==> src/rtl/ql_video_fetch_if.sv <==
// Bundle of control, SDRAM fetch and FIFO consumer signals for ql_video_fetch.
// The slave modport is the fetch block; the master modport is its environment.
interface ql_video_fetch_if;
    logic        membase;
    logic        frame_start;
    logic        line_start;
    logic        video_cycle;
    logic [18:0] mem_addr;
    logic        mem_rd;
    logic [15:0] mem_din;
    logic        pop;
    logic [15:0] word;
    logic        empty;
    logic [4:0]  level;
    logic        underrun;
    logic        busy;

    modport slave (
        input  membase, frame_start, line_start, video_cycle, mem_din, pop,
        output mem_addr, mem_rd, word, empty, level, underrun, busy
    );

    modport master (
        output membase, frame_start, line_start, video_cycle, mem_din, pop,
        input  mem_addr, mem_rd, word, empty, level, underrun, busy
    );
endinterface

==> src/rtl/ql_video_fetch.sv <==
// QL screen fetcher: reads LINE_WORDS words per line from SDRAM into a small
// first-word fall-through FIFO, reserving a FIFO slot before each bus request.
module ql_video_fetch #(
    parameter int unsigned DEPTH      = 8,
    parameter int unsigned LINE_WORDS = 64,
    parameter int unsigned LINES      = 256
) (
    input logic             clk_video,
    input logic             reset,
    ql_video_fetch_if.slave bus
);
    localparam int unsigned AW = $clog2(DEPTH);
    localparam int unsigned WW = $clog2(LINE_WORDS + 1);
    localparam int unsigned LW = $clog2(LINES + 1);

    typedef enum logic [1:0] {StIdle, StWaitLine, StFetch, StFrameDone} state_e;

    state_e        state_q, state_d;
    logic          vc_q;
    logic          pending_q, pending_d;
    logic [18:0]   addr_q, addr_d;
    logic [WW-1:0] words_q, words_d;
    logic [LW-1:0] lines_q, lines_d;
    logic [AW-1:0] wr_ptr_q, wr_ptr_d;
    logic [AW-1:0] rd_ptr_q, rd_ptr_d;
    logic [4:0]    level_q, level_d;
    logic          underrun_q, underrun_d;
    logic [15:0]   fifo_q [DEPTH];

    logic rise, fall, push, pop_ok, mem_rd, wr_en;

    always_comb begin
        rise   = bus.video_cycle & ~vc_q;
        fall   = ~bus.video_cycle & vc_q;
        // A pending reservation counts as occupied so every push has room.
        mem_rd = (state_q == StFetch) && (words_q != '0) &&
                 (({1'b0, level_q} + 6'(pending_q)) < 6'(DEPTH));
        push   = fall & pending_q;
        pop_ok = bus.pop & (level_q != 5'd0);
        wr_en  = push & ~bus.frame_start;

        state_d    = state_q;
        pending_d  = pending_q;
        addr_d     = addr_q;
        words_d    = words_q;
        lines_d    = lines_q;
        wr_ptr_d   = wr_ptr_q;
        rd_ptr_d   = rd_ptr_q;
        level_d    = level_q;
        underrun_d = underrun_q;

        if (bus.frame_start) begin
            addr_d     = bus.membase ? 19'h14000 : 19'h10000;
            lines_d    = LW'(LINES);
            words_d    = '0;
            wr_ptr_d   = '0;
            rd_ptr_d   = '0;
            level_d    = 5'd0;
            pending_d  = 1'b0;
            underrun_d = 1'b0;
            state_d    = StWaitLine;
        end else begin
            if (pop_ok) rd_ptr_d = rd_ptr_q + AW'(1);
            if (bus.pop && level_q == 5'd0) underrun_d = 1'b1;
            level_d = level_q + 5'(push) - 5'(pop_ok);
            if (rise && mem_rd) pending_d = 1'b1;
            if (push) begin
                wr_ptr_d  = wr_ptr_q + AW'(1);
                pending_d = 1'b0;
                addr_d    = addr_q + 19'd1;
                words_d   = words_q - WW'(1);
            end
            case (state_q)
                StWaitLine: begin
                    if (bus.line_start && lines_q != '0) begin
                        words_d = WW'(LINE_WORDS);
                        state_d = StFetch;
                    end
                end
                StFetch: begin
                    if (push && words_q == WW'(1)) begin
                        lines_d = lines_q - LW'(1);
                        state_d = (lines_q == LW'(1)) ? StFrameDone : StWaitLine;
                    end
                end
                default: ;
            endcase
        end
    end

    always_ff @(posedge clk_video) begin
        if (reset) begin
            state_q    <= StIdle;
            vc_q       <= 1'b0;
            pending_q  <= 1'b0;
            addr_q     <= 19'h10000;
            words_q    <= '0;
            lines_q    <= '0;
            wr_ptr_q   <= '0;
            rd_ptr_q   <= '0;
            level_q    <= 5'd0;
            underrun_q <= 1'b0;
        end else begin
            state_q    <= state_d;
            vc_q       <= bus.video_cycle;
            pending_q  <= pending_d;
            addr_q     <= addr_d;
            words_q    <= words_d;
            lines_q    <= lines_d;
            wr_ptr_q   <= wr_ptr_d;
            rd_ptr_q   <= rd_ptr_d;
            level_q    <= level_d;
            underrun_q <= underrun_d;
        end
    end

    always_ff @(posedge clk_video) begin
        if (!reset && wr_en) fifo_q[wr_ptr_q] <= bus.mem_din;
    end

    assign bus.mem_addr = addr_q;
    assign bus.mem_rd   = mem_rd;
    assign bus.word     = fifo_q[rd_ptr_q];
    assign bus.empty    = (level_q == 5'd0);
    assign bus.level    = level_q;
    assign bus.underrun = underrun_q;
    assign bus.busy     = (state_q == StFetch);
endmodule

==> src/flat_wrapper.sv <==
// flat-port wrapper written by rule: the top's interface ports become plain ports
module ql_video_fetch_flat 
#(
    parameter int unsigned DEPTH      = 8,
    parameter int unsigned LINE_WORDS = 64,
    parameter int unsigned LINES      = 256
)
  (clk_video, reset, bus_membase, bus_frame_start, bus_line_start, bus_video_cycle, bus_mem_din, bus_pop, bus_mem_addr, bus_mem_rd, bus_word, bus_empty, bus_level, bus_underrun, bus_busy);
  ql_video_fetch_if bus_i ();
  input logic clk_video;
  input logic reset;
  input wire logic [$bits(bus_i.membase)-1:0] bus_membase;
  input wire logic [$bits(bus_i.frame_start)-1:0] bus_frame_start;
  input wire logic [$bits(bus_i.line_start)-1:0] bus_line_start;
  input wire logic [$bits(bus_i.video_cycle)-1:0] bus_video_cycle;
  input wire logic [$bits(bus_i.mem_din)-1:0] bus_mem_din;
  input wire logic [$bits(bus_i.pop)-1:0] bus_pop;
  output wire logic [$bits(bus_i.mem_addr)-1:0] bus_mem_addr;
  output wire logic [$bits(bus_i.mem_rd)-1:0] bus_mem_rd;
  output wire logic [$bits(bus_i.word)-1:0] bus_word;
  output wire logic [$bits(bus_i.empty)-1:0] bus_empty;
  output wire logic [$bits(bus_i.level)-1:0] bus_level;
  output wire logic [$bits(bus_i.underrun)-1:0] bus_underrun;
  output wire logic [$bits(bus_i.busy)-1:0] bus_busy;
  assign bus_i.membase = bus_membase;
  assign bus_i.frame_start = bus_frame_start;
  assign bus_i.line_start = bus_line_start;
  assign bus_i.video_cycle = bus_video_cycle;
  assign bus_i.mem_din = bus_mem_din;
  assign bus_i.pop = bus_pop;
  assign bus_mem_addr = bus_i.mem_addr;
  assign bus_mem_rd = bus_i.mem_rd;
  assign bus_word = bus_i.word;
  assign bus_empty = bus_i.empty;
  assign bus_level = bus_i.level;
  assign bus_underrun = bus_i.underrun;
  assign bus_busy = bus_i.busy;
  ql_video_fetch #(.DEPTH(DEPTH), .LINE_WORDS(LINE_WORDS), .LINES(LINES)) u_core (.clk_video(clk_video), .reset(reset), .bus(bus_i));
endmodule
==> config.mk <==
export PLATFORM = sky130hd
export DESIGN_NAME = ql_video_fetch_flat
export DESIGN_NICKNAME = d
export VERILOG_FILES = /design/src/rtl/ql_video_fetch_if.sv /design/src/rtl/ql_video_fetch.sv /design/src/flat_wrapper.sv
export SDC_FILE = /design/constraint.sdc
export NUM_CORES = 1
export LEC_CHECK = 0
export ABC_AREA = 0
export CAP_MARGIN = 0
export CORE_MARGIN = 2
export CORE_UTILIZATION = 40
export DETAILED_ROUTE_END_ITERATION = 16
export GPL_ROUTABILITY_DRIVEN = 0
export PLACE_DENSITY_LB_ADDON = 0.15
export SYNTH_ARGS = -nofsm -noshare
export SYNTH_HDL_FRONTEND = slang
export SYNTH_SLANG_ARGS = --single-unit
==> constraint.sdc <==
create_clock -name clk_video -period 6.3 [get_ports clk_video]
set_input_delay 1.26 -clock clk_video [delete_from_list [all_inputs] [get_ports clk_video]]
set_output_delay 1.26 -clock clk_video [all_outputs]
set_load 0.01 [all_outputs]
==> flow_summary.json, run 1 <==
{
  "status": "complete, no violations",
  "cts_max_level": 4,
  "vias": 4370,
  "place_ws_ns": 1.96,
  "area_growth_syn_to_layout_pct": 20.3,
  "dr_wl_met3_um": 595,
  "whs_ns": 0.481,
  "cts_tree": "done",
  "cts-root-buf": "clkbuf_16",
  "drt_wl_total_um": 15200,
  "nNetsFinal": 618,
  "dp_hpwl_um": 9780,
  "die_w_um": 141,
  "drtAntennaViolNets": 0,
  "drc": 0,
  "worstSetupPathType": "register to output port",
  "drive_gt1_share_pct": 17.7,
  "grt_pass1_wl_um": 24000,
  "crit_chain": "buf_4 -> mux4_2 -> mux2_2 -> clkdlybuf4s50_1",
  "cp.arrival_ns": 3.01,
  "post_cts_buffers": 0,
  "yosys.area.top_type": "edfxtp_1",
  "hp-class": "register to register",
  "routed-wl-met2_um": 7540,
  "fmax_mhz": 234,
  "cts_hold_buffers": 0,
  "crit_required_ns": 5.04,
  "synth_warnings": 0,
  "dr.pass1.iters": 4,
  "leakage_nw": 2.93,
  "maxCapViolCount": 0,
  "grt_use_total_pct": 15.8,
  "crit_slowest_cell": "dfxtp_2",
  "cts_buffer_depth": 2,
  "hold_viol": 0,
  "dieArea_mm2": 0.0200,
  "setup.worst_path.start_class": "register",
  "ios": 67,
  "vias_per_cell": 5.32,
  "synth_top_area_share_pct": 50.9,
  "core_area_mm2": 0.0186,
  "rows": 50,
  "wl_met1_um": 6850,
  "cts-resized-gates": 0,
  "dr.first_iter.drc_count": 227,
  "fin_tns_setup_ns": 0,
  "period_share_pct": 67.8,
  "peakVddDrop_uv": 191,
  "grt_overflow": 0,
  "design_area_mm2": 0.00908,
  "worst_clock_skew_ns": 0.00825,
  "synth_ff_type": "edfxtp_1",
  "syn-mean-instance-area_um2": 15.1,
  "clock_latency_ns": 0.43,
  "synth_cells": 499,
  "cts_made_buffers": 17,
  "diodes": 0,
  "slew_headroom_pct": 32.6,
  "synth_edf_count": 128,
  "async_reset_ff_share_pct": 0,
  "synth_fp_nets": 542,
  "netlist_area_mm2": 0.00755,
  "topRoutingLayerUsed": "met4",
  "crit_fanout": 20,
  "worst_pin_slew_ns": 1.01,
  "cpPeakStageDelay_ns": 0.82,
  "period_minus_slack_ns": 4.27,
  "fin_ws_ns": 2.03,
  "synth.yosys.seq_area_share_pct": 65.3,
  "ys_seq_elements": 182,
  "synthTopCellsByArea": "edfxtp_1, dfxtp_1, mux4_2",
  "port-buffer-count": 66,
  "clkTransAtPathRegs_ns": 0.07,
  "rsz0062_at_grt": "false",
  "clock-sinks": 182,
  "antenna_found_initial": 0,
  "die_y_um": 141,
  "wl_per_cell_um": 18.5,
  "synthDistinctLibCells": 54,
  "placed_area_mm2": 0.00851,
  "pwr_density_cell_mw_per_mm2": 297,
  "grt_pass1_vias": 4448,
  "start_util_pct": 40.6,
  "slew_viol_final": 0,
  "r2r_slack_ns": 3.19,
  "grt_max_degree": 43,
  "endpoint_kind": "output port",
  "finalSetupViolCount": 0
}
==> worst paths after layout <==
kind	startpoint	endpoint	depth (start not counted)
worst min register to register	u_core.bus.underrun	u_core.bus.underrun	2
worst min-delay path	u_core.bus.underrun	u_core.bus.underrun	2
worst max register to register	u_core.bus.level[2]	u_core.bus.level[4]	14
worst max-delay path	register	bus_word[1]	4
==> cells by family after synthesis <==
kind of cell,after synthesis,synth area share (%)
adder cells (fa/ha/maj),20,3.42
AO/OA/AOI/OAI,52,4.36
multiplexers,50,12.2
flip-flops,182,65.3
AND/OR/NAND/NOR,132,9.93
XOR/XNOR,23,2.67
buffers and inverters,40,2.17
==> cells in the mapped netlist, drive strengths merged, types with 11 or more instances <==
cell and number:
a21oi 22, dfxtp 54, edfxtp 128, ha 19
inv 22, mux2 16, mux4 32, nand2 21
nand4 11, nor2 38, xor2 16
==> area by class of cell <==
class | instances | area, um^2
tap | 234 | 293
clock buffer | 17 | 425
sequential | 182 | 4930
fill | 1604 | 9500
multi-input combinational | 277 | 2480
inverter | 22 | 82.6
timing repair buffer | 75 | 728
clock inverter | 15 | 145
==> sequential cells by signal, indices dropped and copies added (netlist names), 2 cells and up, named ones only <==
register,count
u_core.state_q,2
u_core.lines_q,9
u_core.bus.mem_addr,19
u_core.rd_ptr_q,3
u_core.bus.level,5
u_core.words_q,7
u_core.fifo_q,128
u_core.wr_ptr_q,3
==> critical path, delay by kind of cell, from the launching register on <==
| family | cells | cell delay (ns) |
|---|---|---|
| buffers and inverters | 2 | 0.90 |
| flip-flops | 1 | 0.82 |
| multiplexers | 2 | 0.84 |
==> routing by layer <==
metal / track usage (%) / vias up
met2: 26.8 / 83
li1: - / 2071
met1: 20.4 / 2204
met3: 3.31 / 12
met5: 0 / -
met4: 5.37 / 0
==> per-stage QoR <==
stage | std cells | utilization (%) | power (mW)
after floorplan | 499 | - | 1.56
after global placement | 790 | 45.8 | 1.69
after detailed placement | 790 | 45.8 | 1.70
after CTS | 822 | 48.9 | 2.73
after global routing | 822 | 48.9 | 2.81
final | 822 | 48.9 | 2.70
==> placed cells by master (no fill, tap or decap), drive strengths merged, types with 7 or more instances in the layout <==
cell / n
edfxtp: 128
clkdlybuf4s50: 66
dfxtp: 54
nor2: 38
mux4: 32
inv: 30
a21oi: 22
nand2: 21
ha: 19
clkbuf: 17
mux2: 16
xor2: 16
nand4: 11
buf: 9
nand3: 9
nor3: 8
xnor2: 7
==> power breakdown <==
group	internal [mW]	leakage, nW	switching, mW
Combinational	0.186	1.06	0.156
Sequential	1.29	1.59	0.0351
Clock	0.556	0.279	0.469
Note: power is estimated with default switching activity, not from simulation.
==> run 2, diff against run 1 <==
==> constraint.sdc (replaced) <==
create_clock -name clk_video -period 4 [get_ports clk_video]
set_input_delay 0.8 -clock clk_video [delete_from_list [all_inputs] [get_ports clk_video]]
set_output_delay 0.8 -clock clk_video [all_outputs]
set_load 0.01 [all_outputs]
==> flow_summary.json, run 2 (same netlist as run 1, synthesis figures left out) <==
{
  "period_minus_slack_ns": 3.22,
  "r2r_start": "u_core.bus.level[2]",
  "die_y_um": 141,
  "setup.worst_path.start_class": "register",
  "wl_per_cell_um": 17.9,
  "rr_endpoint": "u_core.bus.level[4]",
  "cts_hold_buffers": 0,
  "whs_ns": 0.480,
  "clock_latency_ns": 0.43,
  "status": "complete, no violations",
  "largest_register_ff_count": 128,
  "dp_hpwl_um": 9440,
  "slew_headroom_pct": 67.7,
  "die_w_um": 141,
  "peakVddDrop_uv": 284,
  "post_cts_buffers": 0,
  "finalSetupViolCount": 0,
  "port-buffer-count": 66,
  "worstSetupPathType": "register to output port",
  "antenna_found_initial": 0,
  "drtAntennaViolNets": 0,
  "final_util_pct": 49.2,
  "drt_wl_total_um": 14800,
  "rr_worst_depth": 14,
  "hold_end": "u_core.lines_q[7]",
  "drive_gt1_share_pct": 18.5,
  "core_area_mm2": 0.0186,
  "crit_required_ns": 3.20,
  "r2r_slack_ns": 0.97,
  "grt_pass1_wl_um": 23700,
  "grt_max_degree": 42,
  "ios": 67,
  "cts-resized-gates": 0,
  "hold_depth": 2,
  "top_register": "u_core.fifo_q",
  "crit_fanout": 18,
  "rows": 50,
  "area_growth_syn_to_layout_pct": 21.1,
  "cts_made_buffers": 17,
  "start_util_pct": 40.6,
  "worst_pin_slew_ns": 0.481,
  "dr.first_iter.drc_count": 170,
  "maxCapViolCount": 0,
  "place_ws_ns": 0.918,
  "final_common_cell": "edfxtp_1",
  "rsz0062_at_grt": "false",
  "hold_viol": 0,
  "dr.pass1.iters": 4,
  "clkTransAtPathRegs_ns": 0.07,
  "fmax_mhz": 310,
  "cp.arrival_ns": 2.42,
  "leakage_nw": 2.96,
  "fin_ws_ns": 0.775,
  "vias_per_cell": 5.24,
  "fin_tns_setup_ns": 0,
  "vias": 4343,
  "finalPower_mw": 4.26,
  "grt_overflow": 0,
  "hp-start": "u_core.lines_q[7]",
  "grt_use_total_pct": 15.5,
  "hp-class": "register to register",
  "drc": 0,
  "grt_pass1_vias": 4572,
  "endpoint_kind": "output port",
  "dieArea_mm2": 0.0200,
  "period_share_pct": 80.6,
  "slew_viol_final": 0,
  "cts_max_level": 4,
  "layout_common_cells": "edfxtp_1, clkdlybuf4s50_1, dfxtp_1, nor2_1, mux4_2",
  "pwr_density_cell_mw_per_mm2": 466,
  "worst_clock_skew_ns": 0.0103,
  "cts_buffer_depth": 2,
  "clock-sinks": 182,
  "nNetsFinal": 624,
  "cts_tree": "done",
  "cts-root-buf": "clkbuf_16"
}
==> run 2: cell type report <==
type / count / area, um^2
multi-input cells: 277 / 2480
inverters: 22 / 82.6
clock inverters: 15 / 158
clock buffers: 17 / 425
diodes: 1 / 2.50
repair buffers: 81 / 773
fillers: 1591 / 9440
flip-flops and latches: 182 / 4930
well taps: 234 / 293
==> run 2: per-stage QoR <==
stage,instances,area [um^2]
5_1_grt,828,9140
6_report,829,9140
4_1_cts,828,9140
3_5_place_dp,796,8550
3_3_place_gp,796,8550
2_1_floorplan,499,7550
==> run 2: critical path, stage by stage, from the launching register on <==
cell	delay [ns]
dfxtp_2	0.33
buf_4	0.34
mux4_2	0.55
mux2_2	0.28
clkdlybuf4s50_1	0.49
==> run 2: worst max-delay path by stage <==
stage,start,end,slack [ns],cells after the start
finish,register,bus_word[13],0.78,4
global route,register,bus_word[13],0.63,4
CTS,register,bus_word[14],0.72,4
detailed placement,bus_pop,u_core.bus.level[4],0.92,12
global placement,bus_pop,u_core.bus.level[4],0.96,12
floorplan,bus_frame_start,u_core.fifo_q[1][0],0.73,4
==> run 2: routing by layer <==
metal,vias to the layer above,track usage (%),routed length (um)
li1,2078,-,-
met1,2167,18.8,6400
met2,79,27.5,7690
met3,19,3.54,540
met4,0,5.32,204
met5,-,0,0
==> run 2: report_power, final <==
group	internal [mW]	total, mW	leakage, nW	switching, mW
clock	0.884	1.64	0.281	0.751
combinational	0.296	0.557	1.09	0.261
sequential	2.04	2.07	1.59	0.0308
total	3.22	4.26	2.96	1.04
